## src/rtl/line_point_gen.sv

```systemverilog
// Sweeps x over [X_START, X_END] and streams (x, y = a + b*x) points from a fitted line.
// Latency: first point 2 cycles after valid_in; then one point per handshake. Outputs hold while !ready_in.
module line_point_gen #(
    parameter int unsigned X_START = 0,
    parameter int unsigned X_END   = 1023,
    parameter int unsigned X_STEP  = 1,
    parameter int unsigned Y_MAX   = 767,
    parameter int unsigned FRAC    = 8
) (
    input  logic               clk_in,
    input  logic               rst_in,
    input  logic signed [17:0] a_in,
    input  logic signed [30:0] b_in,
    input  logic               valid_in,
    input  logic               ready_in,
    output logic [10:0]        x_out,
    output logic [9:0]         y_out,
    output logic               on_screen_out,
    output logic               valid_out,
    output logic               last_out,
    output logic               busy_out
);

    typedef enum logic [1:0] {IDLE, LOAD, RUN} state_t;

    localparam logic signed [47:0] X_START_S = 48'(X_START);
    localparam logic signed [47:0] X_STEP_S  = 48'(X_STEP);
    localparam logic signed [47:0] Y_MAX_S   = 48'(Y_MAX);
    localparam logic [31:0]        X_END_W   = 32'(X_END);
    localparam logic [31:0]        X_STEP_W  = 32'(X_STEP);

    state_t             state, state_nxt;
    logic signed [17:0] a_lat;
    logic signed [30:0] b_lat;
    logic signed [47:0] acc, acc_nxt;
    logic signed [47:0] step, step_nxt;
    logic [10:0]        x_cur, x_nxt;
    logic               vld_nxt;

    logic signed [47:0] a_ext, b_ext, ynum;
    logic [31:0]        x_step_sum;
    logic               last_nxt, on_nxt;
    logic [9:0]         y_nxt;

    assign a_ext    = 48'(a_lat);
    assign b_ext    = 48'(b_lat);
    assign busy_out = (state != IDLE);

    always_comb begin
        state_nxt = state;
        acc_nxt   = acc;
        step_nxt  = step;
        x_nxt     = x_cur;
        vld_nxt   = 1'b0;
        case (state)
            IDLE: begin
                if (valid_in) state_nxt = LOAD;
            end
            LOAD: begin
                acc_nxt   = (a_ext <<< FRAC) + b_ext * X_START_S;
                step_nxt  = b_ext * X_STEP_S;
                x_nxt     = 11'(X_START);
                vld_nxt   = 1'b1;
                state_nxt = RUN;
            end
            RUN: begin
                vld_nxt = 1'b1;
                if (ready_in) begin
                    if (last_out) begin
                        vld_nxt   = 1'b0;
                        state_nxt = IDLE;
                    end else begin
                        acc_nxt = acc + step;
                        x_nxt   = x_cur + 11'(X_STEP);
                    end
                end
            end
            default: state_nxt = IDLE;
        endcase
    end

    // Output registers are fed from the next-state values so they update in step with acc/x_cur.
    always_comb begin
        ynum       = acc_nxt >>> FRAC;
        x_step_sum = {21'd0, x_nxt} + X_STEP_W;
        last_nxt   = vld_nxt && (x_step_sum > X_END_W);
        y_nxt      = ynum[9:0];
        on_nxt     = 1'b1;
        if (ynum[47]) begin
            y_nxt  = 10'd0;
            on_nxt = 1'b0;
        end else if (ynum > Y_MAX_S) begin
            y_nxt  = 10'(Y_MAX);
            on_nxt = 1'b0;
        end
    end

    always_ff @(posedge clk_in) begin
        if (rst_in) begin
            state         <= IDLE;
            a_lat         <= '0;
            b_lat         <= '0;
            acc           <= '0;
            step          <= '0;
            x_cur         <= '0;
            x_out         <= '0;
            y_out         <= '0;
            on_screen_out <= 1'b0;
            valid_out     <= 1'b0;
            last_out      <= 1'b0;
        end else begin
            state <= state_nxt;
            if (state == IDLE && valid_in) begin
                a_lat <= a_in;
                b_lat <= b_in;
            end
            acc       <= acc_nxt;
            step      <= step_nxt;
            x_cur     <= x_nxt;
            valid_out <= vld_nxt;
            last_out  <= last_nxt;
            if (vld_nxt) begin
                x_out         <= x_nxt;
                y_out         <= y_nxt;
                on_screen_out <= on_nxt;
            end
        end
    end

endmodule

```

## config.mk

```make
export PLATFORM = sky130hd
export DESIGN_NAME = line_point_gen
export DESIGN_NICKNAME = d
export VERILOG_FILES = /design/src/rtl/line_point_gen.sv
export SDC_FILE = /design/constraint.sdc
export NUM_CORES = 1
export LEC_CHECK = 0
export ABC_AREA = 0
export BUFFER_PORTS_ARGS = -buffer_cell sky130_fd_sc_hd__buf_2
export CAP_MARGIN = 20
export CORE_MARGIN = 2
export CORE_UTILIZATION = 45
export DETAILED_ROUTE_END_ITERATION = 6
export PLACE_DENSITY_LB_ADDON = 0.2
export SETUP_SLACK_MARGIN = 0.3
export SLEW_MARGIN = 40
export SYNTH_ARGS = -nofsm -noshare
export SYNTH_HDL_FRONTEND = slang
export SYNTH_SLANG_ARGS = --single-unit
```

## constraint.sdc

```tcl
create_clock -name clk_in -period 9.9 [get_ports clk_in]
set_clock_uncertainty 0.1 [all_clocks]
set_input_delay 0 -clock clk_in [delete_from_list [all_inputs] [get_ports clk_in]]
set_output_delay 0 -clock clk_in [all_outputs]
set_load 0.01 [all_outputs]
```

== Word-level counts from Yosys, hierarchy flattened ==
Cells that the tools add are included.
Operators by class
  $add $sub $neg: 3
  $mul: 0
  div/mod/pow operators: 0
  magnitude comparators: 2
  equal/unequal tests: 6
  shifts and indexed selects: 0
  mux-type cells: 17
  bitwise logic cells: 0
  reduce and logical (&&, ||, !) cells: 7
Operator list (number)
  $mux 48: 2
  $pmux 48 s2: 1
  $add 48x31->48: 1
  $gt 40x11->1 const B: 1
  $mux 11: 2
  $pmux 11 s2: 1
  $mux 10: 2
  $add 11x1->12 const B: 1
  $gt 12x10->1 const B: 1
  $add 11x1->11 const B: 1
  $ne 2x2->1 const B: 4
  $mux 2: 3
  $pmux 2 s3: 1
  $reduce_and 3->1: 2
  $mux 1: 4
  $reduce_bool 2->1: 2
  $eq 2x1->1 const B: 1
  $eq 2x2->1 const B: 1
  $logic_and 1x1->1: 2
  $logic_not 2->1: 1
  $pmux 1 s2: 1
Storage, ports and cells
  flip-flop bits (word level): 165
  bits in latches: 0
  memory bits (writable): 0
  memory bits (read-only): 0
  input port bits: 53
  output and inout bits: 25
  word-level logic and storage cells: 47
  memories: 0

== Longest topological paths before layout ==
Gate-level depths: netlist of run 1.
  depth after elaboration: 7
  mapped depth: 15
  depth with buffers taken out: 13

== Worst setup path after synthesis of run 1 ==
Ideal clock, no wire load.
  path kind: register to register
  start point: register step[30] (netlist name)
  end point: register y_out[8]
  library setup time: 0.061 ns
  arrival time: 3.386 ns
  data required time: 9.739 ns
  slack: 6.353 ns
  cell stages (with the launch flop): 15
  path buffers: 2
  period minus slack after synthesis: 3.547 ns
  cells stage by stage: dfxtp_1 ha_1 clkbuf_1 a21o_1 a31oi_1 o21a_1 o31ai_1 a211oi_1 mux2i_1 nand2_1 o41ai_2 and4b_1 buf_6 and4_1 a32o_1
Between the ends
  cells in the longest elaborated chain, start to end: 7
RTL lines
  $add 48x31->48 (*): RTL line 73  | acc_nxt = acc + step;
  $mux 48 (*): RTL line 69  | if (last_out) begin
  $mux 48 (*): RTL line 68  | if (ready_in) begin
  $pmux 48 s2 (*): RTL line 55  | case (state)
  $gt 40x11->1: RTL line 92  | end else if (ynum > Y_MAX_S) begin
  $mux 10: RTL line 92
  $mux 10 (*): RTL line 89  | if (ynum[47]) begin
  end signal, assigned: RTL line 124  | y_out <= y_nxt;
  end, declared: RTL line 17  | output logic [9:0] y_out,
Every way passes the cells marked *; elsewhere a longest branch is shown, timed or not. The select of a mux whose other input is x is not followed.
A chain may end at the register's enable or synchronous reset.

== Worst setup path in the final report of run 1 ==
  start point: register state[0]
  end point: register y_out[8]
Between the ends
  cells in the longest elaborated chain, start to end: 5
  elaborated cells on any way between the ends: 7
  classes of those cells: order compare: 1; eq/ne: 2; mux: 4
RTL lines
  start, declared: RTL line 32  | state_t state, state_nxt;
  start signal, assigned: RTL line 112  | state <= state_nxt;
  $eq 2x2->1 or $eq 2x1->1 (tied branches): RTL line 55
  $pmux 48 s2: RTL line 55
  $gt 40x11->1: RTL line 92
  $mux 10: RTL line 92
  $mux 10: RTL line 89
Parallel ways exist; a longest one is shown, timed or not.

==> flow_metrics.tcl, run 1 <==
set metrics [dict create \
    fin_crit_sh_pct 46.7 \
    cpPeakStageDelay_ns 0.66 \
    rsz0062_at_grt "no" \
    ir_worst_vdd_uv 131 \
    hold_depth 5 \
    hp-class "in -> reg" \
    dp_slack_ns 5.39 \
    worstSetupPathType "reg -> reg" \
    ys_top_cells_by_area "dfxtp_1 33%, nand2_1 8.3%, a21oi_1 7.3%, ha_1 6.7%, nor2_1 6.1%" \
    finalHoldViolations 0 \
    finalInstanceArea_um2 11500 \
    ys_ff_latch 165 \
    num_rows 54 \
    synth_top_area_cell "dfxtp_1" \
    die_area_um2 23200 \
    wl_per_cell_um 18.4 \
    required_ns 10.17 \
    slew_violations 0 \
    async_flop_share_pct 0 \
    synth_ff_type "dfxtp_1" \
    fin_setup_tns_ns 0 \
    gr-usage-all-layers_pct 26.1 \
    ctsLongestPathBuffers 2 \
    grt_overflow_total 0 \
    antenna_found_initial 1 \
    drive_gt1_share_pct 10.4 \
    hold_end "state[1]" \
    cts_buffers 17 \
    p_per_area_nw_per_um2 217 \
    endpoint_kind "register" \
    grt_pass1_wl_mm 49.0 \
    final_nets 1470 \
    timing.slew.headroom_pct 44.1 \
    syn_inst 1291 \
    final_cell_mix "217 x nand2_1, 165 x dfxtp_1, 160 x nor2_1, 143 x a21oi_1, 76 x buf_2" \
    layout_commonest_cell "nand2_1" \
    setup_slack_ns 5.28 \
    period_minus_slack_ns 4.62 \
    ys_warn_count 0 \
    critPathTopFamily "simple AND/OR/NAND/NOR gates" \
    setup_violations 0 \
    io_buffer_count 77 \
    grt_max_degree 77 \
    reg2reg_depth 14 \
    clk_latency_ns 0.44 \
    crit_chain "inv_1 > ha_1 > buf_4 > and3b_1 > nand2_1 > nor2_1 > nand2_1 > nor3_1 > nor3_1 > a221oi_1 > nand4_1 > and4b_1 > and4_1 > a32o_1" \
    syn-cell-area_um2 9890 \
    start_util_pct 45.6 \
    core_area_um2 21700 \
    first_global_vias 9281 \
    ys_seq_area_share_pct 33.4 \
    power.leakage_nw 4.62 \
    vias_per_cell 5.89 \
    drc 0 \
    drt_iter0_markers 900 \
    final_antenna_net_count 0 \
    synth_edf_count 0 \
    hp-start "valid_in" \
    crit_slowest_cell "and3b_1" \
    synth_nets 1398 \
    synth_cell_type_count 78 \
    regToRegStartpoint "state[0]" \
    drv_cap 0 \
    r2r_slack_ns 5.28 \
    start_kind "register" \
    holdBufCountCts 49 \
    cts_tree "yes" \
    firstDrtPassIters 6 \
    cts-root-buf "clkbuf_16" \
    clkSlewWorstSetupHoldPaths_ns 0.07 \
    dp_hpwl_mm 21.9 \
    post_cts_resized 0 \
    fmax_mhz 216 \
    place_congestion 1.02 \
    synth.avg_cell_area_um2 7.66 \
    pin_count 78 \
    postCtsSetupRepairBufs 0 \
    worst_pin_slew_ns 0.836 \
    h-tree-depth 4 \
    cp_num_buf_inv 2 \
    die_width_um 152 \
    total_power_w 0.00250 \
    vias 9756 \
    status "completed" \
    syn2layout_area_growth_pct 16.3 \
    timing.rr.end "y_out[8]" \
    synth_top_area_share_pct 33.4 \
    drt-total-wl_mm 30.5 \
    placed_area_um2 10400 \
    arrival_ns 4.89 \
    clock-sinks 165 \
    fp.dieH_um 152 \
    final_util_pct 53.0 \
    crit_path_max_fanout 32 \
]
cells by family (layout without fill, tap and decap cells):
group / after synthesis / count (layout) / synth area share [%]
other: 0 / 1 / 0
XOR/XNOR: 46 / 46 / 4.08
flip-flops: 165 / 165 / 33.4
multiplexers: 42 / 42 / 4.25
buffers and inverters: 97 / 182 / 3.86
adder cells (fa/ha/maj): 54 / 54 / 6.91
AND/OR/NAND/NOR: 539 / 539 / 24.4
AO/OA/AOI/OAI: 348 / 348 / 23.1
flip-flops by register name, indices dropped and copies added, names as in the netlist:
register / cells
a_lat: 18
acc: 48
b_lat: 31
last_out: 1
on_screen_out: 1
state: 2
step: 31
valid_out: 1
x_cur: 11
x_out: 11
y_out: 10
worst max path at each step:
stage / cells past startpoint / from / to
detailed placement: 14 / state[0] / y_out[8]
floorplan: 14 / step[30] / y_out[8]
finish: 14 / state[0] / y_out[8]
CTS: 14 / state[0] / y_out[8]
global placement: 14 / state[0] / y_out[8]
global route: 14 / state[0] / y_out[8]
final cells by class:
cell class / count / area (um^2)
Inverter: 14 / 52.6
Multi-Input combinational cell: 1029 / 6230
Timing Repair Buffer: 136 / 968
Tap cell: 280 / 350
Fill cell: 2116 / 10200
Clock inverter: 14 / 151
Antenna cell: 1 / 2.50
Clock buffer: 18 / 439
Sequential cell: 165 / 3300
worst min-delay path: stages:
cell     delay [ns]
buf_2          0.12
inv_1          0.11
a21oi_1        0.13
mux2i_1        0.14
nor2_1         0.07
routing by layer:
| layer | vias to the layer above | wire length, um | GRT usage, % |
|---|---|---|---|
| li1 | 4788 | - | - |
| met1 | 4548 | 13800 | 35.8 |
| met2 | 355 | 13700 | 40.5 |
| met3 | 65 | 1980 | 4.38 |
| met4 | 0 | 1060 | 11.2 |
| met5 | - | 0 | 0 |
through the flow:
step / cells / hold WS, ns
final: 1657 / 0.0810
after global routing: 1656 / 0.125
after CTS: 1654 / 0.0360
after global placement: 1573 / 0.141
after floorplan: 1291 / 0.0360
after detailed placement: 1573 / 0.146
power breakdown:
part / leakage (nW) / switching, W / internal [W]
sequential: 1.34 / 0.0000952 / 0.000758
combinational: 2.99 / 0.000643 / 0.000332
clock: 0.289 / 0.000322 / 0.000346
synth_stat cells, types with 4 or more instances:
cell type and number:
nand3_1 9, a2111oi_0 4, o31ai_1 7, and4_1 6
mux2i_1 42, nor2_1 161, inv_1 13, a22oi_1 11
nor4_1 9, o21a_1 11, or3_1 7, a31oi_1 10
and3_1 21, o21ai_0 52, nand2b_1 8, o221ai_1 5
xor2_1 20, a22o_1 4, a21oi_1 144, buf_2 8
nor3_1 39, o21ai_1 4, clkbuf_1 71, a32oi_1 10
o211ai_1 7, xnor2_1 26, a211oi_1 10, nand4_1 30
and2_1 9, a222oi_1 8, dfxtp_1 165, o21bai_1 4
a21o_1 14, nand2_1 218, a221oi_1 6, ha_1 53
nor2b_1 10
(Power assumes the default switching activity.)
==> inputs of run 2 (changes only) <==
==> constraint.sdc (replaced) <==
create_clock -name clk_in -period 4.8 [get_ports clk_in]
set_clock_uncertainty 0.1 [all_clocks]
set_input_delay 0 -clock clk_in [delete_from_list [all_inputs] [get_ports clk_in]]
set_output_delay 0 -clock clk_in [all_outputs]
set_load 0.01 [all_outputs]
==> run 2 against run 1 <==
Effect of this change:
- first-iteration DRC count is 12% lower
- power is 110% higher
- core utilization is 0.63 points higher
- flip-flop and latch count stayed put
- cell count is 0.78% higher
- die area stayed put
- wire length is 5.5% higher
- sequential power is 100% higher
- critical path depth is 1 lower
- non-clock buffer count is 14 higher
- global-route usage is 1.0 points higher
- critical path type unchanged
- largest cell class unchanged
==> flow_metrics.tcl, run 2 (synthesis gave the netlist of run 1 again) <==
set metrics [dict create \
    ctsLongestPathBuffers 2 \
    fp.dieH_um 152 \
    dp_hpwl_mm 23.4 \
    layout_commonest_cell "nand2_1" \
    cp_num_buf_inv 1 \
    ir_worst_vdd_uv 270 \
    crit_slowest_cell "dfxtp_1" \
    first_global_vias 9216 \
    start_kind "register" \
    required_ns 5.08 \
    final_cell_mix "217 x nand2_1, 165 x dfxtp_1, 160 x nor2_1, 143 x a21oi_1, 76 x buf_2" \
    hp-class "in -> reg" \
    arrival_ns 4.56 \
    fin_setup_tns_ns 0 \
    crit_path_max_fanout 11 \
    grt_max_degree 65 \
    grt_overflow_total 0 \
    worst_pin_slew_ns 0.775 \
    clkSlewWorstSetupHoldPaths_ns 0.08 \
    place_congestion 0.987 \
    drt-total-wl_mm 32.2 \
    die_area_um2 23200 \
    power.leakage_nw 4.71 \
    diodes 0 \
    core_area_um2 21700 \
    syn2layout_area_growth_pct 17.7 \
    status "completed" \
    worstSetupPathType "reg -> reg" \
    endpoint_kind "register" \
    drv_cap 0 \
    fin_crit_sh_pct 89.3 \
    io_buffer_count 77 \
    largest_reg_flops 48 \
    die_width_um 152 \
    wl_per_cell_um 19.3 \
    top_register "acc" \
    p_per_area_nw_per_um2 455 \
    cts_tree "yes" \
    slew_violations 0 \
    gr-usage-all-layers_pct 27.1 \
    cts_buffers 17 \
    start_util_pct 45.6 \
    rsz0062_at_grt "no" \
    firstDrtPassIters 5 \
    pin_count 78 \
    clk_latency_ns 0.44 \
    period_minus_slack_ns 4.29 \
    clock-sinks 165 \
    num_rows 54 \
    cpPeakStageDelay_ns 0.62 \
    final_nets 1484 \
    placed_area_um2 10500 \
    final_antenna_net_count 0 \
    drive_gt1_share_pct 11.2 \
    r2r_slack_ns 0.51 \
    vias 9882 \
    crit_chain "buf_4 > ha_1 > a21o_1 > a31oi_1 > o21a_1 > o31ai_1 > a211oi_1 > mux2i_1 > nand2_1 > o41ai_2 > and4b_1 > and4_1 > a32o_1" \
    drt_iter0_markers 795 \
    cts-root-buf "clkbuf_16" \
    critPathTopFamily "compound AO/OA/AOI/OAI gates" \
    finalInstanceArea_um2 11600 \
    grt_pass1_wl_mm 50.3 \
    total_power_w 0.00530 \
    antenna_found_initial 1 \
    finalHoldViolations 0 \
    vias_per_cell 5.92 \
    timing.slew.headroom_pct 48.3 \
    fmax_mhz 233 \
    drc 0 \
    setup_violations 0 \
    h-tree-depth 4 \
    reg_top3 "acc: 48 flops, b_lat: 31 flops, step: 31 flops" \
]
## run 2: changes by cell type in the layout (fill, tap and decap cells not counted), sizes merged
cell | previous run | this run
diode | 1 | 0
clkinvlp | 1 | 0
buf | 86 | 100
clkinv | 5 | 9
inv | 22 | 19
## run 2: worst paths after layout
kind / start / endpoint / depth (start not counted)
setup reg to reg: step[30] / y_out[8] / 13
hold reg to reg: x_out[8] / x_out[8] / 2
setup / recovery: step[30] / y_out[8] / 13
hold / removal: valid_in / state[1] / 5
## run 2: final cells by class
class / instances / area [um^2]
clock inverter: 14 / 185
inverter: 14 / 52.6
fill: 2070 / 10000
clock buffer: 18 / 439
multi-input combinational: 1029 / 6230
tap: 280 / 350
sequential: 165 / 3300
timing repair buffer: 150 / 1070
## run 2: stage by stage
stage	utilization [%]	hold WS, ns	instances	setup WS [ns]
6_report	53.7	0.0515	1670	0.514
5_1_grt	53.7	0.0804	1670	0.305
4_1_cts	53.5	0.0466	1668	0.362
3_5_place_dp	48.3	0.145	1586	0.404
3_3_place_gp	48.2	0.139	1585	0.306
2_1_floorplan	-	0.0360	1291	1.25
## run 2: what timing repair did
action                                  CTS  global route
hold buffers                             50             0
endpoints found under the setup margin    0            11
resized for setup                         0             2
hold endpoints to repair                 52             0
buffers inserted                          0             2
## run 2: where the power goes
part | internal, W | switching, W
logic | 0.000723 | 0.00138
clock network | 0.000727 | 0.000714
registers | 0.00156 | 0.000188
total | 0.00301 | 0.00228
## run 2: metal layers
metal	part of all wire [%]	track usage (%)
met1	45	37.1
met2	45	42.7
met3	7.3	5.86
met4	2.7	8.90
met5	0	0
## run 2: worst reg2reg max path, delay by kind of cell (launching register included)
kind,cells,cell delay [ns]
multiplexers,1,0.29
buffers and inverters,1,0.27
AO/OA/AOI/OAI,7,1.67
AND/OR/NAND/NOR,3,0.91
adder cells (fa/ha/maj),1,0.36
flip-flops,1,0.62
==> inputs of run 3 (changes only) <==
--- a/config.mk
+++ b/config.mk
@@ -6,11 +6,11 @@
 export NUM_CORES = 1
 export LEC_CHECK = 0
 export ABC_AREA = 0
-export BUFFER_PORTS_ARGS = -buffer_cell sky130_fd_sc_hd__buf_2
 export CAP_MARGIN = 20
 export CORE_MARGIN = 2
 export CORE_UTILIZATION = 45
 export DETAILED_ROUTE_END_ITERATION = 6
+export DONT_BUFFER_PORTS = 1
 export PLACE_DENSITY_LB_ADDON = 0.2
 export SETUP_SLACK_MARGIN = 0.3
 export SLEW_MARGIN = 40
==> run 3 against run 2 <==
Effect of this change:
- worst hold slack worse by 0.045 ns
- core utilization decreased by 1.7 points
- cell area shrank 3.2%
- sequential share of layout area rose by 0.94 points
- flip-flop and latch count is the same
- fmax up 1.3%
- clock power barely moved
- power decreased by 2.1%
- wire length shrank 3.1%
- die area unchanged
- register-to-register slack better by 0.06 ns
- global-route usage fell by 0.58 points
- largest power group unchanged
- highest routed layer unchanged
==> flow_metrics.tcl, run 3 (synthesis gave the netlist of run 1 again) <==
set metrics [dict create \
    fin_setup_tns_ns 0 \
    holdBufCountCts 56 \
    cts-root-buf "clkbuf_16" \
    vias 9644 \
    worstSetupPathType "reg -> reg" \
    layout_commonest_cell "nand2_1" \
    final_cell_mix "217 x nand2_1, 165 x dfxtp_1, 160 x nor2_1, 144 x a21oi_1, 55 x dlygate4sd3_1" \
    gr-usage-all-layers_pct 26.5 \
    clk_latency_ns 0.44 \
    clock-sinks 165 \
    rsz0062_at_grt "no" \
    p_per_area_nw_per_um2 460 \
    crit_path_max_fanout 10 \
    num_rows 54 \
    hp-class "in -> reg" \
    core_area_um2 21700 \
    worst_pin_slew_ns 0.769 \
    die_width_um 152 \
    fmax_mhz 236 \
    firstDrtPassIters 5 \
    cts_tree "yes" \
    drive_gt1_share_pct 5.62 \
    arrival_ns 4.51 \
    place_congestion 1.01 \
    wl_per_cell_um 19.5 \
    worstSetupEndpoint "y_out[8]" \
    start_kind "register" \
    grt_pass1_wl_mm 49.4 \
    drt_iter0_markers 889 \
    timing.slew.headroom_pct 48.5 \
    postCtsSetupRepairBufs 0 \
    timing.rr.end "y_out[8]" \
    fp.dieH_um 152 \
    drt-total-wl_mm 31.2 \
    post_cts_resized 0 \
    ir_worst_vdd_uv 255 \
    setup_violations 0 \
    grt_max_degree 150 \
    final_util_pct 51.9 \
    regToRegStartpoint "step[30]" \
    top_register "acc" \
    vias_per_cell 6.04 \
    reg_top3 "acc: 48 flops, b_lat: 31 flops, step: 31 flops" \
    final_antenna_net_count 0 \
    syn2layout_area_growth_pct 14.0 \
    drc 0 \
    drv_cap 0 \
    fin_hold_ws_ns 0.00617 \
    endpoint_kind "register" \
    ctsLongestPathBuffers 2 \
    startpoint "step[30]" \
    pin_count 78 \
    r2r_slack_ns 0.57 \
    grt_overflow_total 0 \
    h-tree-depth 4 \
    period_minus_slack_ns 4.23 \
    fin_crit_sh_pct 88.1 \
    antenna_found_initial 1 \
    status "completed" \
    dp_hpwl_mm 22.9 \
    power.leakage_nw 4.38 \
    largest_reg_flops 48 \
    fillers 2119 \
    io_buffer_count 0 \
    start_util_pct 45.6 \
    finalHoldViolations 0 \
    required_ns 5.08 \
    die_area_um2 23200 \
    reg2reg_depth 12 \
    first_global_vias 9073 \
    clkSlewWorstSetupHoldPaths_ns 0.08 \
    slew_violations 0 \
    final_nets 1410 \
    cts_buffers 17 \
]
==> run 3: cell count changes in the layout (fill, tap and decap cells not counted), moves of 2 or more <==
cell / change
clkinv_4: -2
inv_8: +2
inv_6: +3
buf_2: -76
dlygate4sd3_1: +5
buf_4: -4
clkinv_8: -3
==> run 3: layout make-up <==
class	instances	area, um^2	area share (%)
multi-input cells	1029	6220	55.3
flip-flops and latches	165	3300	29.3
repair buffers	76	736	6.53
clock buffers	18	429	3.81
well taps	280	350	3.11
clock inverters	14	168	1.49
inverters	14	52.6	0.466
diodes	1	2.50	0.0222
==> run 3: through the flow <==
stage	cell area (um^2)	cells	total power [W]	setup WS [ns]
after global placement	10100	1507	0.00368	0.725
after CTS	11300	1596	0.00516	0.666
final	11300	1597	0.00519	0.570
after global routing	11300	1596	0.00547	0.412
after floorplan	9890	1291	0.00314	1.25
after detailed placement	10100	1508	0.00369	0.705
==> run 3: report_power, final <==
| part | leakage, nW | internal, W | total [W] | switching, W |
|---|---|---|---|---|
| clock network | 0.293 | 0.000711 | 0.00141 | 0.000700 |
| logic | 2.74 | 0.000692 | 0.00200 | 0.00131 |
| registers | 1.34 | 0.00156 | 0.00178 | 0.000213 |
==> run 3: how the worst min path moves through the flow <==
stage | start | end | slack [ns] | cells past startpoint
floorplan | a_in[0] | a_lat[0] | 0.04 | 2
global placement | rst_in | x_out[4] | -0.02 | 1
detailed placement | rst_in | x_out[4] | -0.02 | 1
CTS | ready_in | x_out[9] | 0.01 | 5
global route | ready_in | valid_out | 0.06 | 4
finish | valid_in | b_lat[1] | 0.006 | 3
==> run 3: critical path, stage by stage (launching register included) <==
cell and delay [ns]:
dfxtp_1 0.61, ha_1 0.44, a21oi_1 0.23, o21a_1 0.17
a21boi_1 0.37, a221oi_1 0.16, a311oi_2 0.32, xnor2_1 0.20
a221o_1 0.36, o41ai_2 0.24, and4b_1 0.51, and4_1 0.29
a32o_1 0.16
==> run 3: per-layer routing <==
metal / vias to the layer above / part of all wire, % / wire length (um) / track usage [%]
met5: - / 0 / 0 / 0
met4: 0 / 2.7 / 829 / 9.08
met3: 62 / 7.1 / 2220 / 4.66
met2: 367 / 45 / 14100 / 42.2
met1: 4550 / 45 / 14100 / 36.4
li1: 4665 / - / - / -
